`config.mk`:
```
export PLATFORM = sky130hd
export DESIGN_NAME = dispatch_buffer_flat
export DESIGN_NICKNAME = d
export VERILOG_FILES = /design/src/rtl/dispatch_buffer_if.sv /design/src/rtl/dispatch_buffer.sv /design/src/flat_wrapper.sv
export SDC_FILE = /design/constraint.sdc
export NUM_CORES = 1
export LEC_CHECK = 0
export ABC_CLOCK_PERIOD_IN_PS = 15090
export CORE_ASPECT_RATIO = 0.6
export CORE_MARGIN = 3
export CORE_UTILIZATION = 35
export CTS_BUF_LIST = sky130_fd_sc_hd__clkbuf_16
export DETAILED_ROUTE_END_ITERATION = 10
export DONT_BUFFER_PORTS = 1
export GPL_TIMING_DRIVEN = 1
export SLEW_MARGIN = 15
export SYNTH_ARGS = -nofsm -noshare
export SYNTH_HDL_FRONTEND = slang
export SYNTH_SLANG_ARGS = --single-unit
export TNS_END_PERCENT = 100
```
`constraint.sdc`:
```
create_clock -name clk -period 15.09 [get_ports clk]
set_clock_uncertainty 0.2 [all_clocks]
set_input_delay 2.2635 -clock clk [delete_from_list [all_inputs] [get_ports clk]]
set_output_delay 2.2635 -clock clk [all_outputs]
set_load 0.02 [all_outputs]
```
`src/rtl/dispatch_buffer_if.sv`:
```
// Decoder-to-dispatch-buffer instruction handshake.
// The decoder drives the master side; the buffer is the slave.
interface dispatch_buffer_if #(
    parameter int ROB_W = 4,
    parameter int OP_W  = 6,
    parameter int REG_W = 6
);
    logic             in_valid;
    logic             in_ready;
    logic [31:0]      in_pc;
    logic [31:0]      in_imm;
    logic [REG_W-1:0] in_rd;
    logic [REG_W-1:0] in_rs1;
    logic [REG_W-1:0] in_rs2;
    logic [OP_W-1:0]  in_op;
    logic             in_is_ls;
    logic [ROB_W-1:0] in_entry;

    modport master (
        output in_valid, in_pc, in_imm, in_rd, in_rs1, in_rs2, in_op, in_is_ls, in_entry,
        input  in_ready
    );

    modport slave (
        input  in_valid, in_pc, in_imm, in_rd, in_rs1, in_rs2, in_op, in_is_ls, in_entry,
        output in_ready
    );
endinterface

```
`src/rtl/dispatch_buffer.sv`:
```
// Circular instruction buffer between decode and the reservation/load-store stations.
// Resolves pending operands against both CDBs as the head entry is dispatched.
module dispatch_buffer #(
    parameter int DEPTH = 4,
    parameter int ROB_W = 4,
    parameter int OP_W  = 6,
    parameter int REG_W = 6
) (
    input  logic             clk,
    input  logic             rst,
    input  logic             rdy,
    input  logic             clear,
    dispatch_buffer_if.slave dec,
    output logic [REG_W-1:0] rs1_to_reg,
    output logic [REG_W-1:0] rs2_to_reg,
    input  logic [31:0]      Vj_from_reg,
    input  logic [31:0]      Vk_from_reg,
    input  logic [ROB_W-1:0] Qj_from_reg,
    input  logic [ROB_W-1:0] Qk_from_reg,
    input  logic             Qj_busy,
    input  logic             Qk_busy,
    input  logic             cdb_alu_valid,
    input  logic [ROB_W-1:0] cdb_alu_tag,
    input  logic [31:0]      cdb_alu_val,
    input  logic             cdb_lsb_valid,
    input  logic [ROB_W-1:0] cdb_lsb_tag,
    input  logic [31:0]      cdb_lsb_val,
    input  logic             rs_full,
    input  logic             lsb_full,
    output logic             is_rs,
    output logic             is_ls,
    output logic [31:0]      pc_out,
    output logic [31:0]      imm_out,
    output logic [31:0]      Vj,
    output logic [31:0]      Vk,
    output logic [ROB_W-1:0] Qj,
    output logic [ROB_W-1:0] Qk,
    output logic [ROB_W-1:0] entry_out,
    output logic             Qj_busy_out,
    output logic             Qk_busy_out,
    output logic [OP_W-1:0]  op_out,
    output logic [REG_W-1:0] rd_out
);
    localparam int AW = $clog2(DEPTH);
    localparam int CW = AW + 1;

    typedef struct packed {
        logic [31:0]      pc;
        logic [31:0]      imm;
        logic [REG_W-1:0] rd;
        logic [REG_W-1:0] rs1;
        logic [REG_W-1:0] rs2;
        logic [OP_W-1:0]  op;
        logic             is_ls;
        logic [ROB_W-1:0] entry;
    } entry_t;

    entry_t          mem [DEPTH];
    entry_t          head_e;
    logic [AW-1:0]   head;
    logic [AW-1:0]   tail;
    logic [CW-1:0]   count;
    logic            enq;
    logic            deq;
    logic            target_full;
    logic [31:0]     vj_res;
    logic [31:0]     vk_res;
    logic            qj_busy_res;
    logic            qk_busy_res;

    assign head_e       = mem[head];
    assign rs1_to_reg   = head_e.rs1;
    assign rs2_to_reg   = head_e.rs2;
    // A full buffer refuses new work even if the head leaves this cycle.
    assign dec.in_ready = (count != CW'(DEPTH)) && !clear;
    assign enq          = dec.in_valid && dec.in_ready && rdy;
    assign target_full  = head_e.is_ls ? lsb_full : rs_full;
    assign deq          = rdy && !clear && (count != '0) && !target_full;

    // ALU broadcast takes priority when both buses carry the awaited tag.
    always_comb begin
        vj_res      = Vj_from_reg;
        qj_busy_res = Qj_busy;
        vk_res      = Vk_from_reg;
        qk_busy_res = Qk_busy;
        if (Qj_busy && cdb_alu_valid && cdb_alu_tag == Qj_from_reg) begin
            vj_res      = cdb_alu_val;
            qj_busy_res = 1'b0;
        end else if (Qj_busy && cdb_lsb_valid && cdb_lsb_tag == Qj_from_reg) begin
            vj_res      = cdb_lsb_val;
            qj_busy_res = 1'b0;
        end
        if (Qk_busy && cdb_alu_valid && cdb_alu_tag == Qk_from_reg) begin
            vk_res      = cdb_alu_val;
            qk_busy_res = 1'b0;
        end else if (Qk_busy && cdb_lsb_valid && cdb_lsb_tag == Qk_from_reg) begin
            vk_res      = cdb_lsb_val;
            qk_busy_res = 1'b0;
        end
    end

    always_ff @(posedge clk) begin
        if (enq) begin
            mem[tail] <= '{pc: dec.in_pc, imm: dec.in_imm, rd: dec.in_rd,
                           rs1: dec.in_rs1, rs2: dec.in_rs2, op: dec.in_op,
                           is_ls: dec.in_is_ls, entry: dec.in_entry};
        end
    end

    always_ff @(posedge clk or posedge rst) begin
        if (rst) begin
            head        <= '0;
            tail        <= '0;
            count       <= '0;
            is_rs       <= 1'b0;
            is_ls       <= 1'b0;
            pc_out      <= '0;
            imm_out     <= '0;
            Vj          <= '0;
            Vk          <= '0;
            Qj          <= '0;
            Qk          <= '0;
            entry_out   <= '0;
            Qj_busy_out <= 1'b0;
            Qk_busy_out <= 1'b0;
            op_out      <= '0;
            rd_out      <= '0;
        end else if (rdy) begin
            if (clear) begin
                head  <= '0;
                tail  <= '0;
                count <= '0;
                is_rs <= 1'b0;
                is_ls <= 1'b0;
            end else begin
                is_rs <= deq && !head_e.is_ls;
                is_ls <= deq && head_e.is_ls;
                if (enq) tail <= tail + AW'(1);
                if (deq) begin
                    head        <= head + AW'(1);
                    pc_out      <= head_e.pc;
                    imm_out     <= head_e.imm;
                    op_out      <= head_e.op;
                    rd_out      <= head_e.rd;
                    entry_out   <= head_e.entry;
                    Vj          <= vj_res;
                    Vk          <= vk_res;
                    Qj          <= Qj_from_reg;
                    Qk          <= Qk_from_reg;
                    Qj_busy_out <= qj_busy_res;
                    Qk_busy_out <= qk_busy_res;
                end
                if (enq && !deq)      count <= count + CW'(1);
                else if (!enq && deq) count <= count - CW'(1);
            end
        end
    end
endmodule

```
`src/flat_wrapper.sv`:
```
// flat-port wrapper written by rule: the top's interface ports become plain ports
module dispatch_buffer_flat 
#(
    parameter int DEPTH = 4,
    parameter int ROB_W = 4,
    parameter int OP_W  = 6,
    parameter int REG_W = 6
)
  (clk, rst, rdy, clear, rs1_to_reg, rs2_to_reg, Vj_from_reg, Vk_from_reg, Qj_from_reg, Qk_from_reg, Qj_busy, Qk_busy, cdb_alu_valid, cdb_alu_tag, cdb_alu_val, cdb_lsb_valid, cdb_lsb_tag, cdb_lsb_val, rs_full, lsb_full, is_rs, is_ls, pc_out, imm_out, Vj, Vk, Qj, Qk, entry_out, Qj_busy_out, Qk_busy_out, op_out, rd_out, dec_in_valid, dec_in_pc, dec_in_imm, dec_in_rd, dec_in_rs1, dec_in_rs2, dec_in_op, dec_in_is_ls, dec_in_entry, dec_in_ready);
  dispatch_buffer_if #(.ROB_W(ROB_W), .OP_W(OP_W), .REG_W(REG_W)) dec_i ();
  input  logic clk;
  input  logic rst;
  input  logic rdy;
  input  logic clear;
  output logic [REG_W-1:0] rs1_to_reg;
  output logic [REG_W-1:0] rs2_to_reg;
  input  logic [31:0] Vj_from_reg;
  input  logic [31:0] Vk_from_reg;
  input  logic [ROB_W-1:0] Qj_from_reg;
  input  logic [ROB_W-1:0] Qk_from_reg;
  input  logic Qj_busy;
  input  logic Qk_busy;
  input  logic cdb_alu_valid;
  input  logic [ROB_W-1:0] cdb_alu_tag;
  input  logic [31:0] cdb_alu_val;
  input  logic cdb_lsb_valid;
  input  logic [ROB_W-1:0] cdb_lsb_tag;
  input  logic [31:0] cdb_lsb_val;
  input  logic rs_full;
  input  logic lsb_full;
  output logic is_rs;
  output logic is_ls;
  output logic [31:0] pc_out;
  output logic [31:0] imm_out;
  output logic [31:0] Vj;
  output logic [31:0] Vk;
  output logic [ROB_W-1:0] Qj;
  output logic [ROB_W-1:0] Qk;
  output logic [ROB_W-1:0] entry_out;
  output logic Qj_busy_out;
  output logic Qk_busy_out;
  output logic [OP_W-1:0] op_out;
  output logic [REG_W-1:0] rd_out;
  input wire logic [$bits(dec_i.in_valid)-1:0] dec_in_valid;
  input wire logic [$bits(dec_i.in_pc)-1:0] dec_in_pc;
  input wire logic [$bits(dec_i.in_imm)-1:0] dec_in_imm;
  input wire logic [$bits(dec_i.in_rd)-1:0] dec_in_rd;
  input wire logic [$bits(dec_i.in_rs1)-1:0] dec_in_rs1;
  input wire logic [$bits(dec_i.in_rs2)-1:0] dec_in_rs2;
  input wire logic [$bits(dec_i.in_op)-1:0] dec_in_op;
  input wire logic [$bits(dec_i.in_is_ls)-1:0] dec_in_is_ls;
  input wire logic [$bits(dec_i.in_entry)-1:0] dec_in_entry;
  output wire logic [$bits(dec_i.in_ready)-1:0] dec_in_ready;
  assign dec_i.in_valid = dec_in_valid;
  assign dec_i.in_pc = dec_in_pc;
  assign dec_i.in_imm = dec_in_imm;
  assign dec_i.in_rd = dec_in_rd;
  assign dec_i.in_rs1 = dec_in_rs1;
  assign dec_i.in_rs2 = dec_in_rs2;
  assign dec_i.in_op = dec_in_op;
  assign dec_i.in_is_ls = dec_in_is_ls;
  assign dec_i.in_entry = dec_in_entry;
  assign dec_in_ready = dec_i.in_ready;
  dispatch_buffer #(.DEPTH(DEPTH), .ROB_W(ROB_W), .OP_W(OP_W), .REG_W(REG_W)) u_core (.clk(clk), .rst(rst), .rdy(rdy), .clear(clear), .dec(dec_i), .rs1_to_reg(rs1_to_reg), .rs2_to_reg(rs2_to_reg), .Vj_from_reg(Vj_from_reg), .Vk_from_reg(Vk_from_reg), .Qj_from_reg(Qj_from_reg), .Qk_from_reg(Qk_from_reg), .Qj_busy(Qj_busy), .Qk_busy(Qk_busy), .cdb_alu_valid(cdb_alu_valid), .cdb_alu_tag(cdb_alu_tag), .cdb_alu_val(cdb_alu_val), .cdb_lsb_valid(cdb_lsb_valid), .cdb_lsb_tag(cdb_lsb_tag), .cdb_lsb_val(cdb_lsb_val), .rs_full(rs_full), .lsb_full(lsb_full), .is_rs(is_rs), .is_ls(is_ls), .pc_out(pc_out), .imm_out(imm_out), .Vj(Vj), .Vk(Vk), .Qj(Qj), .Qk(Qk), .entry_out(entry_out), .Qj_busy_out(Qj_busy_out), .Qk_busy_out(Qk_busy_out), .op_out(op_out), .rd_out(rd_out));
endmodule
```
; Yosys cells after proc, flatten, opt, wreduce, memory -nomap -nowiden
; Memories as Yosys holds them, arrays and structs flattened.
; Index checks and enable logic that the tools add are counted.
[totals]
ff_bits = 163
ram_bits = 372
word_cells = 78
n_memories = 1
[classes]
addsub = 4
n_eq_ne = 5
n_mux = 20
bitwise_logic = 1
reduce_logical = 31
[memory_table]
columns = memory, depth, width, rd, rd_ports_with_merged_regs, write_ports, line
row1 = u_core.mem, 4, 93, 1, 0, 1, dispatch_buffer.sv:58  ; entry_t mem [DEPTH];
[ops]
columns = op, n
row1 = two-way mux 32 bit, 4
row2 = logical AND 1 bit, 18
row3 = == test 4 bit, 4
row4 = two-way mux 1 bit, 9
row5 = two-way mux 3 bit, 3
row6 = two-way mux 2 bit, 4
row7 = AND reduction 2 bit, 3
row8 = nonzero test 3 bit, 2
row9 = zero test 1 bit, 5
row10 = adder 2 x 1 -> 2 bit (second input constant), 2
row11 = nonzero test 2 bit, 2
row12 = adder 3 x 1 -> 3 bit (second input constant), 1
row13 = != test 3 bit (second input constant), 1
row14 = AND reduction 3 bit, 1
row15 = subtractor 3 x 1 -> 3 bit (second input constant), 1
row16 = inverter 1 bit, 1

; Longest topological paths before layout
; Gate-level depths: netlist of run 1.
[logic_depth]
word_depth = 9
ltp_mapped = 12
depth_no_buf = 8

; Worst setup path after synthesis of run 1
; Ideal clock, no wire load.
[synth_path]
path_kind = input -> register
startpoint = in clear
endpoint = mem u_core.mem[0][0] (netlist name) (enable)
setup_time_ps = 462
t_arrival_ps = 5096
required_ps = 14428
setup_slack_ps = 9332
cell_stages = 5
path_cell_list = clkbuf_1 > nor2b_1 > and3_1 > clkbuf_1 > and2_1
[synth_between]
elab_chain_len = 6
[synth_lines]
columns = element, line
row1 = from (decl), flat_wrapper.sv:14  ; input logic clear;
row2 = zero test 1 bit, dispatch_buffer.sv:75  ; assign dec.in_ready = (count != CW'(DEPTH)) && !clear;
row3 = logical AND 1 bit, dispatch_buffer.sv:75
row4 = logical AND 1 bit (2 in a row), dispatch_buffer.sv:76  ; assign enq = dec.in_valid && dec.in_ready && rdy;
row5 = two-way mux 1 bit, dispatch_buffer.sv:103  ; if (enq) begin
row6 = two-way mux 1 bit (not written as such), dispatch_buffer.sv:104  ; mem[tail] <= '{pc: dec.in_pc, imm: dec.in_imm, rd: dec.in_rd,
row7 = to (decl), dispatch_buffer.sv:58
; No other way between the ends.

; Final worst setup path of run 1
[layout_path]
startpoint = reg u_core.head[0]
endpoint = out rs2_to_reg[4]
[layout_between]
elab_chain_len = 1
[layout_lines]
columns = element, line
row1 = from (decl), dispatch_buffer.sv:60  ; logic [AW-1:0] head;
row2 = from (signal assigned), dispatch_buffer.sv:140  ; head <= head + AW'(1);
row3 = memory (4 x 93 bit), n/a
row4 = to (decl), flat_wrapper.sv:16  ; output logic [REG_W-1:0] rs2_to_reg;
; No other way between the ends.

==> impl_metrics.yaml, run 1 <==
setup_path:
  startpoint_type: "flop"
  worstSetupStartpoint: "u_core.head[0]"
  path_class: "reg2out"
  r2r_start: "u_core.head[1]"
  critical_path.endpoint_type: "primary output"
  crit_path_max_fanout: 44
  r2r_setup_slack_ps: 10040
  rr_worst_depth: 7
  rr_endpoint: "u_core.Vk[2]"
  required_ps: 12630
  critPathArrivalTime_ps: 3090
sta:
  min_period_over_period_pct: 36.81
  drv_slew: 0
  hold_viol: 0
  rsz0062_at_grt: "no"
  tightest_slew_ps: 1052
  fin_tns_setup_ps: 0
  min_period_ps: 5555
  relSlewSlack_pct: 29.89
  fmax_mhz: 180.0
  finalSetupViolations: 0
yosys:
  netlist_area_mm2: 0.02142
  avgSynthCellArea_um2: 14.46
  ys.flop_type: "edfxtp_1"
  synth_cells: 1481
  synth_edf_count: 372
  synth.distinct_cells: 40
  async_reset_ff_share_pct: 30.47
  synth_seq_area_share_pct: 71.21
  synth_nets: 1734
  synth-seq-cells: 535
  ys.warnings.count: 0
final_layout:
  area_growth_pct: 11.24
  multiInputGateArea_mm2: 0.005643
  drive_gt1_share_pct: 13.27
  diodes: 0
  design_area_mm2: 0.02382
  finalNonFillerCells: 2300
  nets: 1694
  seq_area_mm2: 0.01526
  nFillCells: 5484
routing:
  drtAntennaViolNets: 0
  drc_errors: 0
  drt_iter0_markers: 1127
  dr.pass1.iters: 7
  wl_per_cell_um: 24.05
  via_per_inst: 5.302
  routed_wl_mm: 55.32
  via_count: 12200
pwr:
  peakVddDrop_v: 0.00009134
  seq_power_share_pct: 55.2
  internal_power_mw: 2.832
  power_density_mw_per_mm2: 176.7
  swShare_pct: 32.74
  power.leakage_nw: 8.486
  clockPowerShare_pct: 31.3
  power.switching_mw: 1.378
  p_comb_share_pct: 13.5
grt:
  antenna_found_initial: 2
  grt_pass1_wl_mm: 82.05
  grt_pass1_vias: 12550
  globalRoute.totalOverflow: 0
  grt_start_max_net_pins: 98
  track_usage_pct: 16.80
hold_path:
  holdPathStages: 1
  hold_path_class: "reg2reg"
  hold_end: "u_core.count[2]"
  hold_start: "u_core.count[2]"
placement:
  port_buffers: 0
  dp_cells: 2204
  place_area_mm2: 0.02210
  gp_congestion: 0.8295
  dp_hpwl_mm: 33.16
die:
  core_mm2: 0.05983
  dieHeight_um: 197.6
  core.rowCount: 69
  ios: 417
  fp.dieW_um: 325.3
  start_util_pct: 35.79
  die-area_mm2: 0.06429
job:
  maxCapViolations: 0
clock_network:
  numCtsBuffers: 51
  postCtsSetupRepairBufs: 0
  cts_resized: 0
  htreeDepth: 2
  cts_tree: "done"
  clk_latency_ps: 600
  cts_hold_buf: 0
  clk_pin_slew_ps: 70
  cts_buffer_depth: 3
  root_buffer: "clkbuf_16"
  clock_sinks: 535
run_status:
  status: "finished clean"
state kept, by name (all words and copies together) (netlist names):
name                cells
u_core.mem            372
u_core.Qj_busy_out      1
u_core.Qj               4
u_core.Qk_busy_out      1
u_core.entry_out        4
u_core.op_out           6
u_core.tail             2
u_core.is_ls            1
u_core.Vj              32
u_core.count            3
u_core.Qk               4
u_core.head             2
u_core.Vk              32
u_core.is_rs            1
u_core.pc_out          32
u_core.rd_out           6
u_core.imm_out         32
critical path, stage by stage (launching register included):
cell and delay, ps:
dfrtp_4 930, buf_4 850, mux4_2 680
power groups by stage:
stage / Combinational, mW / Clock, mW / Sequential, mW
floorplan: 0.499 / 0 / 2.24
global placement: 0.567 / 0 / 2.36
CTS: 0.582 / 1.36 / 2.33
global route: 0.649 / 1.42 / 2.36
detailed placement: 0.581 / 0 / 2.36
finish: 0.569 / 1.32 / 2.32
cell usage after synthesis (2+ instances only):
cell      count  share of area (%)
edfxtp_1    372                 52
nand2_1     336                5.9
o21ai_0     164                3.8
dfrtp_1     163                 19
mux4_2       93                9.8
clkbuf_1     77                1.3
nand3_1      70                1.6
and3_1       69                2.0
o21ai_1      35               0.82
buf_2        17               0.40
buf_4        16               0.56
xnor2_1      11               0.45
inv_1         6               0.11
xor2_1        6               0.25
a21oi_1       5               0.12
and2_1        5               0.15
ha_1          4               0.23
nor3_1        4              0.093
nor2_1        3              0.053
buf_6         2               0.11
nand4_1       2              0.058
nor2b_1       2              0.058
o211ai_1      2              0.070
through the flow:
step / util, % / total power [mW] / hold WS (ps) / setup WS [ps]
finish: 39.82 / 4.210 / 350.1 / 9535
global route: 39.82 / 4.430 / 392.8 / 9199
CTS: 39.82 / 4.275 / 348.3 / 9342
detailed placement: 36.94 / 2.940 / 337.7 / 9676
global placement: 36.94 / 2.924 / 344.6 / 9796
floorplan: - / 2.735 / 305.6 / 8222
cell type report:
class / instances / share of cell area (%)
Clock buffer: 52 / 5.462
Clock inverter: 44 / 1.765
Inverter: 6 / 0.1261
Multi-Input combinational cell: 827 / 23.69
Sequential cell: 535 / 64.04
Tap cell: 816 / 4.286
Timing Repair Buffer: 20 / 0.6303
layer usage:
layer	up-vias	wire (um)	global-route usage, %
met4	2	1080	4.179
met1	6171	22570	22.47
met2	551	25810	26.00
met5	-	13	0
met3	100	5846	6.379
li1	5371	-	-
placed cells by master (no fill, tap or decap), drive strengths merged, types with 2 or more instances in the layout:
cell type	Yosys	layout
a21oi	5	5
and2	5	5
and3	69	69
buf	36	20
bufinv	0	7
clkbuf	77	52
clkinv	0	19
clkinvlp	0	3
dfrtp	163	163
edfxtp	372	372
ha	4	4
inv	6	21
mux4	93	93
nand2	336	336
nand3	70	70
nand4	2	2
nor2	3	3
nor2b	2	2
nor3	4	4
o211ai	2	2
o21ai	199	199
xnor2	11	11
xor2	6	6
worst max path at each step:
stage,to
after global placement,u_core.Vk[3]
after detailed placement,u_core.Vk[2]
after CTS,rs2_to_reg[4]
after global routing,rs2_to_reg[4]
final,rs2_to_reg[4]
after floorplan,u_core.Qj[0]
cells by family (layout without fill, tap and decap cells):
kind of cell / Yosys count / after routing / synth area share, %
DFF: 535 / 535 / 71.21
and+or+nand+nor: 495 / 495 / 10.10
AOI/OAI and AO/OA: 216 / 216 / 5.252
buffers and inverters: 119 / 122 / 2.536
muxes: 94 / 94 / 9.885
xor gates and xnor gates: 17 / 17 / 0.6952
adders and majority gates: 5 / 5 / 0.3272
(Power assumes the default switching activity.)
==> run 2: changes to the inputs <==
--- a/config.mk
+++ b/config.mk
@@ -5,7 +5,7 @@
 export SDC_FILE = /design/constraint.sdc
 export NUM_CORES = 1
 export LEC_CHECK = 0
-export ABC_CLOCK_PERIOD_IN_PS = 15090
+export ABC_CLOCK_PERIOD_IN_PS = 5000
 export CORE_ASPECT_RATIO = 0.6
 export CORE_MARGIN = 3
 export CORE_UTILIZATION = 35
==> constraint.sdc (replaced) <==
create_clock -name clk -period 5 [get_ports clk]
set_clock_uncertainty 0.2 [all_clocks]
set_input_delay 0.75 -clock clk [delete_from_list [all_inputs] [get_ports clk]]
set_output_delay 0.75 -clock clk [all_outputs]
set_load 0.02 [all_outputs]
==> run 2 against run 1 <==
  * Clock power rose to 3.3 times the previous value
  * Clock-buffer cell count up 4
  * Critical path depth up 6
  * Routed wire length down 1.9%
  * Design area up 1.9%
  * Cell count up 0.74%
  * Utilization up 0.75 points
  * Power rose to 3.1 times the previous value
  * Non-clock buffer count up 15
  * Via count up 0.76%
  * Sequential share of layout area down 1.2 points
  * Combinational power rose to 3.2 times the previous value
==> impl_metrics.yaml, run 2 (synthesis gave the netlist of run 1 again) <==
routing:
  routed_wl_mm: 54.24
  dr.pass1.iters: 5
  drc_errors: 0
  drtAntennaViolNets: 0
  via_count: 12290
  wl_per_cell_um: 23.41
  drt_iter0_markers: 1046
  via_per_inst: 5.303
sta:
  fin_tns_setup_ps: 0
  relSlewSlack_pct: 22.52
  min_period_over_period_pct: 64.31
  hold_viol: 0
  drv_slew: 0
  min_period_ps: 3215
  finalSetupViolations: 0
  setup_ws_ps: 1785
  rsz0062_at_grt: "no"
  fmax_mhz: 311.0
  tightest_slew_ps: 1162
grt:
  antenna_found_initial: 1
  grt_start_max_net_pins: 102
  grt_pass1_wl_mm: 81.89
  grt_pass1_vias: 12810
  track_usage_pct: 16.65
  globalRoute.totalOverflow: 0
setup_path:
  r2r_setup_slack_ps: 1780
  critPathArrivalTime_ps: 3470
  slowest_delay_ps: 590
  crit_path_max_fanout: 62
  critical_path.endpoint_type: "flop"
  cp_slowest_cell: "and2_4"
  rr_endpoint: "u_core.count[2]"
  rr_worst_depth: 8
  required_ps: 5260
  startpoint_type: "flop"
  r2r_start: "u_core.head[0]"
  path_class: "reg2reg"
  path_cells: "mux4_2 -> mux2i_4 -> and2_4 -> nor2_1 -> fa_1 -> and4_1 -> a21oi_1 -> o211ai_1"
die:
  start_util_pct: 35.79
  core_mm2: 0.05983
  dieHeight_um: 197.6
  ios: 417
  die-area_mm2: 0.06429
  fp.dieW_um: 325.3
  core.rowCount: 69
placement:
  pre_cts_ws_ps: 1720
  port_buffers: 0
  gp_congestion: 0.8487
  dp_hpwl_mm: 33.34
clock_network:
  clk_latency_ps: 590
  numCtsBuffers: 52
  cts_tree: "done"
  clock_sinks: 535
  cts_buffer_depth: 3
  clk_pin_slew_ps: 70
  cts_hold_buf: 10
  postCtsSetupRepairBufs: 0
  htreeDepth: 2
  root_buffer: "clkbuf_16"
  cts_resized: 0
final_layout:
  diodes: 0
  fin_util_pct: 40.57
  drive_gt1_share_pct: 14.32
  mostFrequentLayoutCells: "372 x edfxtp_1, 335 x nand2_1, 164 x o21ai_0"
  area_growth_pct: 13.35
  top_register: "u_core.mem"
  largest_register_ffs: 372
  nets: 1710
  final_common_cell: "edfxtp_1"
pwr:
  power.leakage_nw: 8.677
  power.switching_mw: 4.174
  swShare_pct: 31.77
  finalPower_mw: 13.14
  internal_power_mw: 8.962
  peakVddDrop_v: 0.0003630
  power_density_mw_per_mm2: 541.1
  p_comb_share_pct: 13.8
  seq_power_share_pct: 52.9
  clockPowerShare_pct: 33.3
hold_path:
  holdPathStages: 0
  hold_start: "dec_in_pc[5]"
  hold_path_class: "in2reg"
  hold_end: "u_core.mem[0][66]"
job:
  maxCapViolations: 0
run_status:
  status: "finished clean"
[run 2: through the flow]
stage	instance area [um2]	cells	hold slack, ps
after global placement	22240	2209	357.6
after floorplan	21420	1481	305.6
after global routing	24270	2317	2.742
after CTS	24270	2317	0.6477
final	24270	2317	52.14
after detailed placement	22240	2209	359.5
[run 2: worst max-delay path by stage]
stage / start / endpoint / slack, ps / cells past startpoint
5_1_grt: u_core.head[0] / u_core.count[2] / 1550 / 8
3_3_place_gp: clear / u_core.count[2] / 1770 / 8
4_1_cts: u_core.head[0] / rs2_to_reg[0] / 1710 / 2
3_5_place_dp: clear / u_core.count[2] / 1720 / 8
6_report: u_core.head[0] / u_core.count[2] / 1780 / 8
2_1_floorplan: clear / u_core.mem[0][0] / 760 / 5
[run 2: power by group through the flow]
| stage | sequential [mW] | combinational, mW | clock [mW] |
|---|---|---|---|
| after CTS | 6.97 | 1.87 | 4.51 |
| after floorplan | 6.75 | 1.51 | 0 |
| after detailed placement | 7.05 | 1.86 | 0 |
| after global routing | 7.04 | 2.09 | 4.69 |
| after global placement | 7.04 | 1.81 | 0 |
| final | 6.94 | 1.82 | 4.38 |
[run 2: routing by layer]
metal | vias up | GRT usage [%] | wire, um
met1 | 6254 | 22.31 | 22600
li1 | 5401 | - | -
met2 | 525 | 25.36 | 24820
met5 | - | 0.7246 | 65
met4 | 2 | 4.129 | 1120
met3 | 106 | 6.670 | 5636
[run 2: cell type report]
| class | instances | area, um2 |
|---|---|---|
| clock buffer | 56 | 1401 |
| timing repair buffer | 35 | 387.9 |
| multi-input combinational | 827 | 5643 |
| inverter | 6 | 26.28 |
| tap | 816 | 1021 |
| fill | 5493 | 35550 |
| sequential | 535 | 15260 |
| clock inverter | 42 | 538.0 |
[run 2: critical path, delay by kind of cell (launching register included)]
family / cells / cell delay (ps)
simple gates: 3 / 910
mux: 2 / 860
fa+ha+maj: 1 / 440
flops: 1 / 430
compound gates: 2 / 250
==> run 3: changes to the inputs <==
--- a/config.mk
+++ b/config.mk
@@ -5,7 +5,8 @@
 export SDC_FILE = /design/constraint.sdc
 export NUM_CORES = 1
 export LEC_CHECK = 0
-export ABC_CLOCK_PERIOD_IN_PS = 5000
+export ABC_AREA = 1
+export ABC_CLOCK_PERIOD_IN_PS = 3350
 export CORE_ASPECT_RATIO = 0.6
 export CORE_MARGIN = 3
 export CORE_UTILIZATION = 35
==> constraint.sdc (replaced) <==
create_clock -name clk -period 3.35 [get_ports clk]
set_clock_uncertainty 0.2 [all_clocks]
set_input_delay 0.5025 -clock clk [delete_from_list [all_inputs] [get_ports clk]]
set_output_delay 0.5025 -clock clk [all_outputs]
set_load 0.02 [all_outputs]
==> run 3 against run 2 <==
  * Hold slack better by 8.4 ps
  * Non-clock buffer count grew 290
  * Sequential power is 47% higher
  * Clock-buffer cell count down 2
  * Register-to-register slack worse by 1500 ps
  * Critical path type is now in2reg
  * Synthesized area up 2.4%
  * Setup slack worse by 1700 ps
==> impl_metrics.yaml, run 3 <==
run_status:
  status: "finished clean"
grt:
  grt_start_max_net_pins: 116
  grt_pass1_wl_mm: 97.79
  globalRoute.totalOverflow: 0
  antenna_found_initial: 6
  track_usage_pct: 19.11
  grt_pass1_vias: 16040
die:
  die-area_mm2: 0.06579
  fp.dieW_um: 329.1
  ios: 417
  core_mm2: 0.06140
  core.rowCount: 70
  start_util_pct: 35.71
  dieHeight_um: 199.9
yosys:
  synth_edf_count: 372
  synth_cells: 2008
  yosys-top-cells-count: "481 x nand2_1, 372 x edfxtp_1, 271 x nand3_1"
  synth-seq-cells: 535
  synth_nets: 2261
  ys.flop_type: "edfxtp_1"
  yosysMostFrequentCell: "nand2_1"
  synth_seq_area_share_pct: 69.55
  synth.distinct_cells: 31
  synth_top_area_share_pct: 50.94
  yosysTopAreaCell: "edfxtp_1"
  avgSynthCellArea_um2: 10.92
  async_reset_ff_share_pct: 30.47
  synthTopCellsByArea: "edfxtp_1 51%, dfrtp_1 19%, nand2_1 8.2%"
  netlist_area_mm2: 0.02193
  ys.warnings.count: 0
sta:
  relSlewSlack_pct: 47.29
  rsz0062_at_grt: "yes"
  tightest_slew_ps: 786.9
  hold_viol: 0
  fmax_mhz: 305.0
  min_period_over_period_pct: 97.86
  drv_slew: 0
  finalSetupViolations: 0
  min_period_ps: 3278
  hold_ws_ps: 60.52
pwr:
  power_density_mw_per_mm2: 722.6
  power.leakage_nw: 10.64
  seq_power_share_pct: 51.6
  swShare_pct: 35.01
  clockPowerShare_pct: 29.8
  internal_power_mw: 12.87
  peakVddDrop_v: 0.0004602
  p_comb_share_pct: 18.6
  finalPower_mw: 19.80
  power.switching_mw: 6.934
setup_path:
  path_cells: "dlygate4sd3_1 -> inv_2 -> o21ai_0 -> nor2_2 -> buf_4 -> nand3_1 -> nand3_1 -> dlygate4sd3_1 -> nand3_1 -> dlygate4sd3_1 -> nand2_1"
  path_buf_inv: 5
  path_class: "in2reg"
  slowest_delay_ps: 590
  startpoint_type: "input port"
  required_ps: 3680
  crit_path_max_fanout: 26
  critPathArrivalTime_ps: 3610
  cp_slowest_cell: "dlygate4sd3_1"
  cp_top_family: "buffers and inverters"
  critical_path.endpoint_type: "flop"
clock_network:
  cts_tree: "done"
  numCtsBuffers: 51
  htreeDepth: 2
  root_buffer: "clkbuf_16"
  cts_buffer_depth: 3
  clk_pin_slew_ps: 60
  clock_sinks: 535
  clk_latency_ps: 590
final_layout:
  final_common_cell: "nand2_1"
  top_register: "u_core.mem"
  drive_gt1_share_pct: 7.177
  largest_register_ffs: 372
  nFillCells: 5579
  finalNonFillerCells: 3118
  fin_util_pct: 44.64
  mostFrequentLayoutCells: "481 x nand2_1, 372 x edfxtp_1, 271 x nand3_1"
  nets: 2496
  area_growth_pct: 24.98
routing:
  routed_wl_mm: 66.50
  dr.pass1.iters: 9
  via_per_inst: 5.367
  drtAntennaViolNets: 0
  via_count: 16730
  wl_per_cell_um: 21.33
  drc_errors: 0
  drt_iter0_markers: 2124
hold_path:
  hold_path_class: "in2reg"
placement:
  dp_hpwl_mm: 40.80
  gp_congestion: 0.9196
  dp_cells: 2753
  port_buffers: 0
job:
  maxCapViolations: 0
==> run 3: cell count changes after synthesis, moves of 45 or more <==
cell     delta
inv_1      +45
nor2_1    +190
nand3_1   +201
and3_1     -69
nand2_1   +145
o22ai_1    +93
mux4_2     -93
==> run 3: timing repair <==
item / 4_1_cts / 5_1_grt
hold buffers: 264 / 0
hold endpoints to repair: 475 / 0
pin swaps: 0 / 0
setup buffers: 0 / 0
endpoints found under the setup margin: 1 / 25
cloned: 0 / 1
gates resized for setup: 1 / 3
==> run 3: final cells by class <==
class | count | area [um2] | area share (%)
clock inverters | 41 | 360.3 | 1.315
diodes | 5 | 12.51 | 0.04566
flip-flops and latches | 535 | 15260 | 55.67
multi-input cells | 1268 | 5808 | 21.19
repair buffers | 325 | 3329 | 12.15
clock buffers | 54 | 1351 | 4.931
inverters | 62 | 250.2 | 0.9131
well taps | 828 | 1036 | 3.780
==> run 3: logic make-up (layout without fill, tap and decap cells) <==
kind of cell	Yosys count	after routing	share of synthesized area [%]
compound gates	303	303	7.498
xor+xnor	6	6	0.2397
fa+ha+maj	5	5	0.3196
buf+inv	205	482	4.291
flops	535	535	69.55
other cells	0	5	0
simple gates	954	954	18.11
==> run 3: final timing paths <==
kind | startpoint | end | slack, ps | cells after the start
max | Qk_from_reg[3] | u_core.Vk[15] | 70 | 11
min | cdb_alu_val[1] | u_core.Vj[1] | 60 | 4
max reg2reg | u_core.head[0] | u_core.Vk[19] | 250 | 11
min reg2reg | u_core.count[1] | u_core.count[1] | 310 | 2
max in group asynchronous | rst | u_core.pc_out[6] | 1820 | 3
min in group asynchronous | rst | u_core.Vk[17] | 330 | 2
==> run 3: metal layers <==
layer / up-vias / GRT usage, % / part of all wire, %
met2: 912 / 27.66 / 44
met1: 8135 / 27.52 / 43
met3: 234 / 5.715 / 9.8
li1: 7449 / - / -
met5: - / 1.192 / 0.041
met4: 4 / 6.017 / 3.4
==> run 3: power groups by stage <==
stage	sequential, mW	combinational (mW)	clock (mW)
after floorplan	9.94	2.44	0
after global routing	10.3	4.14	6.33
final	10.2	3.67	5.90
after detailed placement	10.3	3.27	0
after CTS	10.2	3.62	6.07
after global placement	10.3	3.18	0
==> run 3: worst min-delay path, delay by kind of cell <==
kind | cells | cell delay [ps]
AND/OR/NAND/NOR | 3 | 260
buffers and inverters | 1 | 40
==> run 3: stage by stage <==
step | setup WS, ps | instance area (um2) | setup TNS (ps)
after CTS | 25.02 | 27360 | 0
after detailed placement | 633.7 | 22990 | 0
after floorplan | -718.5 | 21940 | -267280
after global routing | 17.25 | 27400 | 0
after global placement | 630.9 | 22990 | 0
final | 71.63 | 27410 | 0
